### src/rtl/fetch_redirect_if.sv
// Fetch-side bus between the instruction-fetch stage and the fetch redirect unit.
// Handshake: if_valid qualifies if_instr/if_pc in the same cycle. There is no
// ready; the consumer takes every word, and downstream hold is a separate stall.
// jumpEnable qualifies jumpAddress. Fetch loads jumpAddress on the next rising edge.
interface fetch_redirect_if #(
  parameter int WIDTH = 16
);
  logic [WIDTH-1:0] if_instr;
  logic [WIDTH-1:0] if_pc;
  logic             if_valid;
  logic [WIDTH-1:0] jumpAddress;
  logic             jumpEnable;

  // Fetch stage side.
  modport master (
    output if_instr, if_pc, if_valid,
    input  jumpAddress, jumpEnable
  );

  // Redirect unit side.
  modport slave (
    input  if_instr, if_pc, if_valid,
    output jumpAddress, jumpEnable
  );
endinterface

### src/rtl/fetch_redirect_unit.sv
// Fetch redirect unit: IF/ID pipeline register, decode of JMP/BEQZ, and
// squashing of wrong-path words that are already in flight after a redirect.
module fetch_redirect_unit #(
  parameter int EXTRA_SQUASH = 0,
  parameter int WIDTH        = 16
) (
  input  logic              clock,
  input  logic              reset,
  fetch_redirect_if.slave   fetch,
  input  logic              stall,
  input  logic              rs_zero,
  output logic [WIDTH-1:0]  id_instr,
  output logic [WIDTH-1:0]  id_pc,
  output logic              id_valid,
  output logic [7:0]        redirect_count,
  output logic              state_dbg,
  output logic [1:0]        squash_cnt_dbg
);

  typedef enum logic {RUN = 1'b0, SQUASH = 1'b1} state_t;

  localparam logic [3:0] OP_JMP  = 4'hC;
  localparam logic [3:0] OP_BEQZ = 4'hD;

  state_t       state, state_n;
  logic [1:0]   cnt, cnt_n;
  logic [3:0]   opcode;
  logic         is_jmp, is_beqz;
  logic [WIDTH-1:0] tgt_jmp, tgt_beqz;
  logic         jump_en;
  logic         drop;

  // Decode the instruction held in IF/ID and form both candidate targets.
  always_comb begin
    opcode   = id_instr[15:12];
    is_jmp   = (opcode == OP_JMP);
    is_beqz  = (opcode == OP_BEQZ);
    tgt_jmp  = id_pc + WIDTH'(1) + {{(WIDTH-12){id_instr[11]}}, id_instr[11:0]};
    tgt_beqz = id_pc + WIDTH'(1) + {{(WIDTH-8){id_instr[7]}}, id_instr[7:0]};
    jump_en  = id_valid & ~stall & (is_jmp | (is_beqz & rs_zero));
    drop     = jump_en | (state == SQUASH);
  end

  assign fetch.jumpEnable  = jump_en;
  assign fetch.jumpAddress = is_jmp ? tgt_jmp : (is_beqz ? tgt_beqz : '0);
  assign state_dbg         = state;
  assign squash_cnt_dbg    = cnt;

  // Squash window sequencing; everything holds while stalled.
  always_comb begin
    state_n = state;
    cnt_n   = cnt;
    if (!stall) begin
      case (state)
        RUN: begin
          if (jump_en && (EXTRA_SQUASH > 0)) begin
            state_n = SQUASH;
            cnt_n   = 2'(EXTRA_SQUASH);
          end
        end
        SQUASH: begin
          cnt_n = cnt - 2'd1;
          if (cnt == 2'd1) state_n = RUN;
        end
        default: begin
          state_n = RUN;
          cnt_n   = 2'd0;
        end
      endcase
    end
  end

  // State register for the squash FSM.
  always_ff @(posedge clock or negedge reset) begin
    if (!reset) begin
      state <= RUN;
      cnt   <= 2'd0;
    end else begin
      state <= state_n;
      cnt   <= cnt_n;
    end
  end

  // IF/ID capture and redirect counter; wrong-path words enter as bubbles.
  always_ff @(posedge clock or negedge reset) begin
    if (!reset) begin
      id_instr       <= '0;
      id_pc          <= '0;
      id_valid       <= 1'b0;
      redirect_count <= 8'd0;
    end else if (!stall) begin
      id_instr <= fetch.if_instr;
      id_pc    <= fetch.if_pc;
      id_valid <= fetch.if_valid & ~drop;
      if (jump_en) redirect_count <= redirect_count + 8'd1;
    end
  end

endmodule
### src/flat_wrapper.sv
// flat-port wrapper written by rule: the top's interface ports become plain ports
module fetch_redirect_unit_flat 
#(
  parameter int EXTRA_SQUASH = 0,
  parameter int WIDTH        = 16
)
  (clock, reset, stall, rs_zero, id_instr, id_pc, id_valid, redirect_count, state_dbg, squash_cnt_dbg, fetch_if_instr, fetch_if_pc, fetch_if_valid, fetch_jumpAddress, fetch_jumpEnable);
  fetch_redirect_if #(.WIDTH(WIDTH)) fetch_i ();
  input  logic clock;
  input  logic reset;
  input  logic stall;
  input  logic rs_zero;
  output logic [WIDTH-1:0] id_instr;
  output logic [WIDTH-1:0] id_pc;
  output logic id_valid;
  output logic [7:0] redirect_count;
  output logic state_dbg;
  output logic [1:0] squash_cnt_dbg;
  input wire logic [$bits(fetch_i.if_instr)-1:0] fetch_if_instr;
  input wire logic [$bits(fetch_i.if_pc)-1:0] fetch_if_pc;
  input wire logic [$bits(fetch_i.if_valid)-1:0] fetch_if_valid;
  output wire logic [$bits(fetch_i.jumpAddress)-1:0] fetch_jumpAddress;
  output wire logic [$bits(fetch_i.jumpEnable)-1:0] fetch_jumpEnable;
  assign fetch_i.if_instr = fetch_if_instr;
  assign fetch_i.if_pc = fetch_if_pc;
  assign fetch_i.if_valid = fetch_if_valid;
  assign fetch_jumpAddress = fetch_i.jumpAddress;
  assign fetch_jumpEnable = fetch_i.jumpEnable;
  fetch_redirect_unit #(.EXTRA_SQUASH(EXTRA_SQUASH), .WIDTH(WIDTH)) u_core (.clock(clock), .reset(reset), .fetch(fetch_i), .stall(stall), .rs_zero(rs_zero), .id_instr(id_instr), .id_pc(id_pc), .id_valid(id_valid), .redirect_count(redirect_count), .state_dbg(state_dbg), .squash_cnt_dbg(squash_cnt_dbg));
endmodule
### config.mk
export PLATFORM = sky130hd
export DESIGN_NAME = fetch_redirect_unit_flat
export DESIGN_NICKNAME = d
export VERILOG_FILES = /design/src/rtl/fetch_redirect_if.sv /design/src/rtl/fetch_redirect_unit.sv /design/src/flat_wrapper.sv
export SDC_FILE = /design/constraint.sdc
export NUM_CORES = 1
export LEC_CHECK = 0
export BUFFER_PORTS_ARGS = -buffer_cell sky130_fd_sc_hd__buf_2
export CAP_MARGIN = 5
export CORE_MARGIN = 4
export CORE_UTILIZATION = 48
export CTS_BUF_LIST = sky130_fd_sc_hd__clkbuf_2 sky130_fd_sc_hd__clkbuf_4 sky130_fd_sc_hd__clkbuf_8
export CTS_CLUSTER_DIAMETER = 40
export DETAILED_ROUTE_END_ITERATION = 16
export PLACE_DENSITY_LB_ADDON = 0.05
export SLEW_MARGIN = 15
export SYNTH_ARGS = -nofsm -noshare
export SYNTH_HDL_FRONTEND = slang
export SYNTH_SLANG_ARGS = --single-unit
### constraint.sdc
create_clock -name clock -period 2.9 [get_ports clock]
set_input_delay 0.29 -clock clock [delete_from_list [all_inputs] [get_ports clock]]
set_output_delay 0.29 -clock clock [all_outputs]
set_load 0.01 [all_outputs]
==> results.md <==
- Gpl congestion: 0.869
- Placed cell count: 524
- # DRC: 0
- CTS Buf Count: 5
- Core region area: 6060 um2
- Largest cells by area after synthesis: dfrtp_1 36%, mux2_2 12%, ha_1 11%
- IO Pins: 98
- Number of diodes: 0
- R2r setup slk: 0.89 ns
- Fmax: 287 MHz
- Critical path class: reg2out
- Hold/Removal Path Class: in2async
- Synthesized instance count: 305
- Max stage delay cell, worst path: dfrtp_2
- Pin count of the biggest net entering global routing: 45
- Setup crit start: u_core.id_pc[1]
- CTS tree: yes
- Crit path launch type: register
- DRT iter0 DRCs: 127
- Clock Latency Late Sink: 0.29 ns
- Fillers: 456
- Max FO, Critical Path: 4
- Nets@finish: 528
- WL/cell: 14.7 um
- RSZ-0062 raised after global routing: true
- DRT Wirelength: 7950 um
- Worst VDD drop: 0.000334 V
- Register area share after synthesis: 0.359
- Slew margin rel.: 0.344
- Deepest level of the CTS H-tree: 2
- Post-synth top area share: 0.359
- CP Data Arrival Time: 3.19 ns
- Die H: 88.0 um
- Status: complete, but fails checks
- # port buffers: 97
- Critical path data required time: 2.61 ns
- Via count: 2823
- Critical Path End: fetch_jumpAddress[14]
- Syn-to-layout area delta: 44.6%
- Area of the die: 7740 um2
- Routed Antenna Nets: 0
- Predominant post-synthesis flop cell: dfrtp_1
- Flops & latches, synth: 44
- Clk_skew: 0.00292 ns
- Initial core utilization: 0.506
- Vias in the first global route: 2856
- Share of layout cells above drive strength 1: 0.527
- Slew Viols, Final: 0
- PD cells: 528 nW/um2
- Fin crit share: 1.20
- Crit end category: output pin
- Setup ws final: -0.579 ns
- First-pass GRT wire length: 13500 um
- Initial antenna violation count: 0
- Post-synth EDFFs: 0
- Synthesis Warnings: 0
- Final setup viols: 9
- Clk slew on worst S/H paths: 0.09 ns
- Clk buf depth: 2
- Synth async-reset ratio: 1.00
- Worst Max-Slew Pin Slew: 0.984 ns
- Vias/cell: 5.23
- Leakage: 0.00223 uW
- Drt first pass iters: 4
- Violated checks: negative setup slack
- Total gr overflow: 0
- Non-filler cells, final: 540
- Tot GR Track Use: 0.218
- Syn avg cell area: 10.1 um2
- Num rows: 28
- Synth area leader: dfrtp_1
- Cells along the critical path: ha_4 -> nand3_4 -> xnor2_2 -> ha_1 -> a21o_1 -> or3_1 -> o21a_2 -> o211ai_1 -> a31oi_2 -> a31oi_1 -> xor2_1 -> o31ai_2 -> buf_2
- Max cap viols: 0
- Post-synth cell types: 41
- Path depth of the worst reg2reg path: 7
- Root buf cell: clkbuf_8
- Worst r2r src: u_core.id_instr[12]
- Endpoints failing hold: 0
- DP HPWL: 6070 um
- Post-route total power: 2340 uW
- Die Width: 88.0 um
- Max incr delay on CP: 0.41 ns
- Cell Area, Synth: 3070 um2
- Minimum clock period after layout: 3.48 ns
- Net Count, Synth: 369
- Sinks on Clock Net: 44
- R2r endpoint: u_core.redirect_count[7]
## per-layer routing
layer	global-route usage	routed length [um]	part of all wire
met2	0.342	3710	0.47
met4	0.0460	87	0.011
met1	0.315	3730	0.47
met5	0	0	0
met3	0.0405	424	0.053
## metrics by stage
| step | hold WS (ns) | area (um2) | worst slack (ns) | utilization | TNS, ns |
|---|---|---|---|---|---|
| final | 0.146 | 4440 | -0.579 | 0.732 | -3.44 |
| after global routing | 0.206 | 4440 | -0.732 | 0.732 | -5.09 |
| after CTS | 0.180 | 4330 | -0.538 | 0.715 | -2.59 |
| after detailed placement | 0.470 | 4070 | -0.271 | 0.672 | -1.08 |
| after global placement | 0.456 | 4070 | -0.226 | 0.672 | -0.879 |
| after floorplan | -0.00559 | 3120 | -0.106 | - | -0.328 |
## area by class of cell
type / instances / area, um2 / area share
clock buffer: 5 / 68.8 / 0.0155
clock inverter: 3 / 42.5 / 0.00958
inverter: 9 / 33.8 / 0.00761
multi-input combinational: 245 / 2130 / 0.480
sequential: 44 / 1100 / 0.249
tap: 75 / 93.8 / 0.0211
timing repair buffer: 159 / 966 / 0.218
## critical path, delay by kind of cell, from the launching register on
| family | cells | cell delay (ns) |
|---|---|---|
| simple gates | 2 | 0.39 |
| buf+inv | 1 | 0.16 |
| fa+ha+maj | 2 | 0.47 |
| compound gates | 6 | 1.24 |
| xor+xnor | 2 | 0.23 |
| flops | 1 | 0.41 |
## cell families (layout without fill, tap and decap cells)
logic type / Yosys count / after routing / synth area share
fa+ha+maj: 27 / 27 / 0.113
buf+inv: 16 / 176 / 0.0200
simple gates: 91 / 91 / 0.139
compound gates: 46 / 46 / 0.109
mux: 39 / 39 / 0.141
xor+xnor: 42 / 42 / 0.120
flops: 44 / 44 / 0.359
## what timing repair did
| item | CTS | global route |
|---|---|---|
| gates resized for setup | 24 | 17 |
| setup endpoints to repair | 8 | 10 |
| pin swaps | 24 | 16 |
| hold buffers | 0 | 0 |
| hold endpoints to repair | 0 | 0 |
| setup buffers | 6 | 5 |
## cells in the final DEF, fill, tap and decap left out, types with 3 or more instances in the layout
| cell type | n |
|---|---|
| mux2_2 | 34 |
| xor2_1 | 12 |
| nand2_1 | 17 |
| nand3_1 | 11 |
| nor2_1 | 27 |
| nor3_1 | 7 |
| inv_1 | 7 |
| o211ai_1 | 3 |
| a21oi_2 | 5 |
| a21o_1 | 6 |
| a21oi_1 | 9 |
| and3_1 | 3 |
| o21ai_0 | 3 |
| buf_6 | 4 |
| buf_4 | 58 |
| buf_2 | 97 |
| nand4_1 | 7 |
| ha_4 | 3 |
| dfrtp_2 | 3 |
| xnor2_1 | 22 |
| xnor2_2 | 6 |
| clkbuf_8 | 5 |
| mux2i_1 | 5 |
| ha_1 | 22 |
| dfrtp_1 | 41 |
## sequential cells by signal, summed over array words and instances (netlist names)
signal	flops
u_core.id_instr	16
u_core.id_pc	16
u_core.redirect_count	8
u_core.squash_cnt_dbg	2
u_core.id_valid	1
u_core.state_dbg	1
## Yosys cell counts, drive strengths merged, types with 2 or more instances
cell,count
inv,8
nand2,19
a211oi,2
buf,5
nand4,7
o211ai,3
o31ai,2
nor2,30
nor3,7
mux2i,5
and3,4
mux2,34
xnor2,28
nor3b,2
or3,2
o21bai,2
nor2b,2
clkbuf,2
xor2,14
ha,26
a21oi,14
o21a,3
a21o,6
dfrtp,44
nand3,14
a31oi,3
o21ai,6
## report_power, final
part	total (uW)	switching [uW]	internal, uW
Combinational	1120	524	595
Sequential	751	78.3	673
Clock	474	219	255
Total	2340	821	1520
## worst min-delay path by stage
stage                                   from                        to  slack (ns)
finish                                 reset        u_core.id_instr[3]        0.15
global route                  fetch_if_pc[6]           u_core.id_pc[6]        0.21
CTS                                    reset        u_core.id_instr[3]        0.18
detailed placement  u_core.redirect_count[7]  u_core.redirect_count[7]        0.47
global placement    u_core.redirect_count[7]  u_core.redirect_count[7]        0.46
floorplan                              reset        u_core.id_instr[0]      -0.006
No activity file was read; power rests on OpenSTA's default activity.
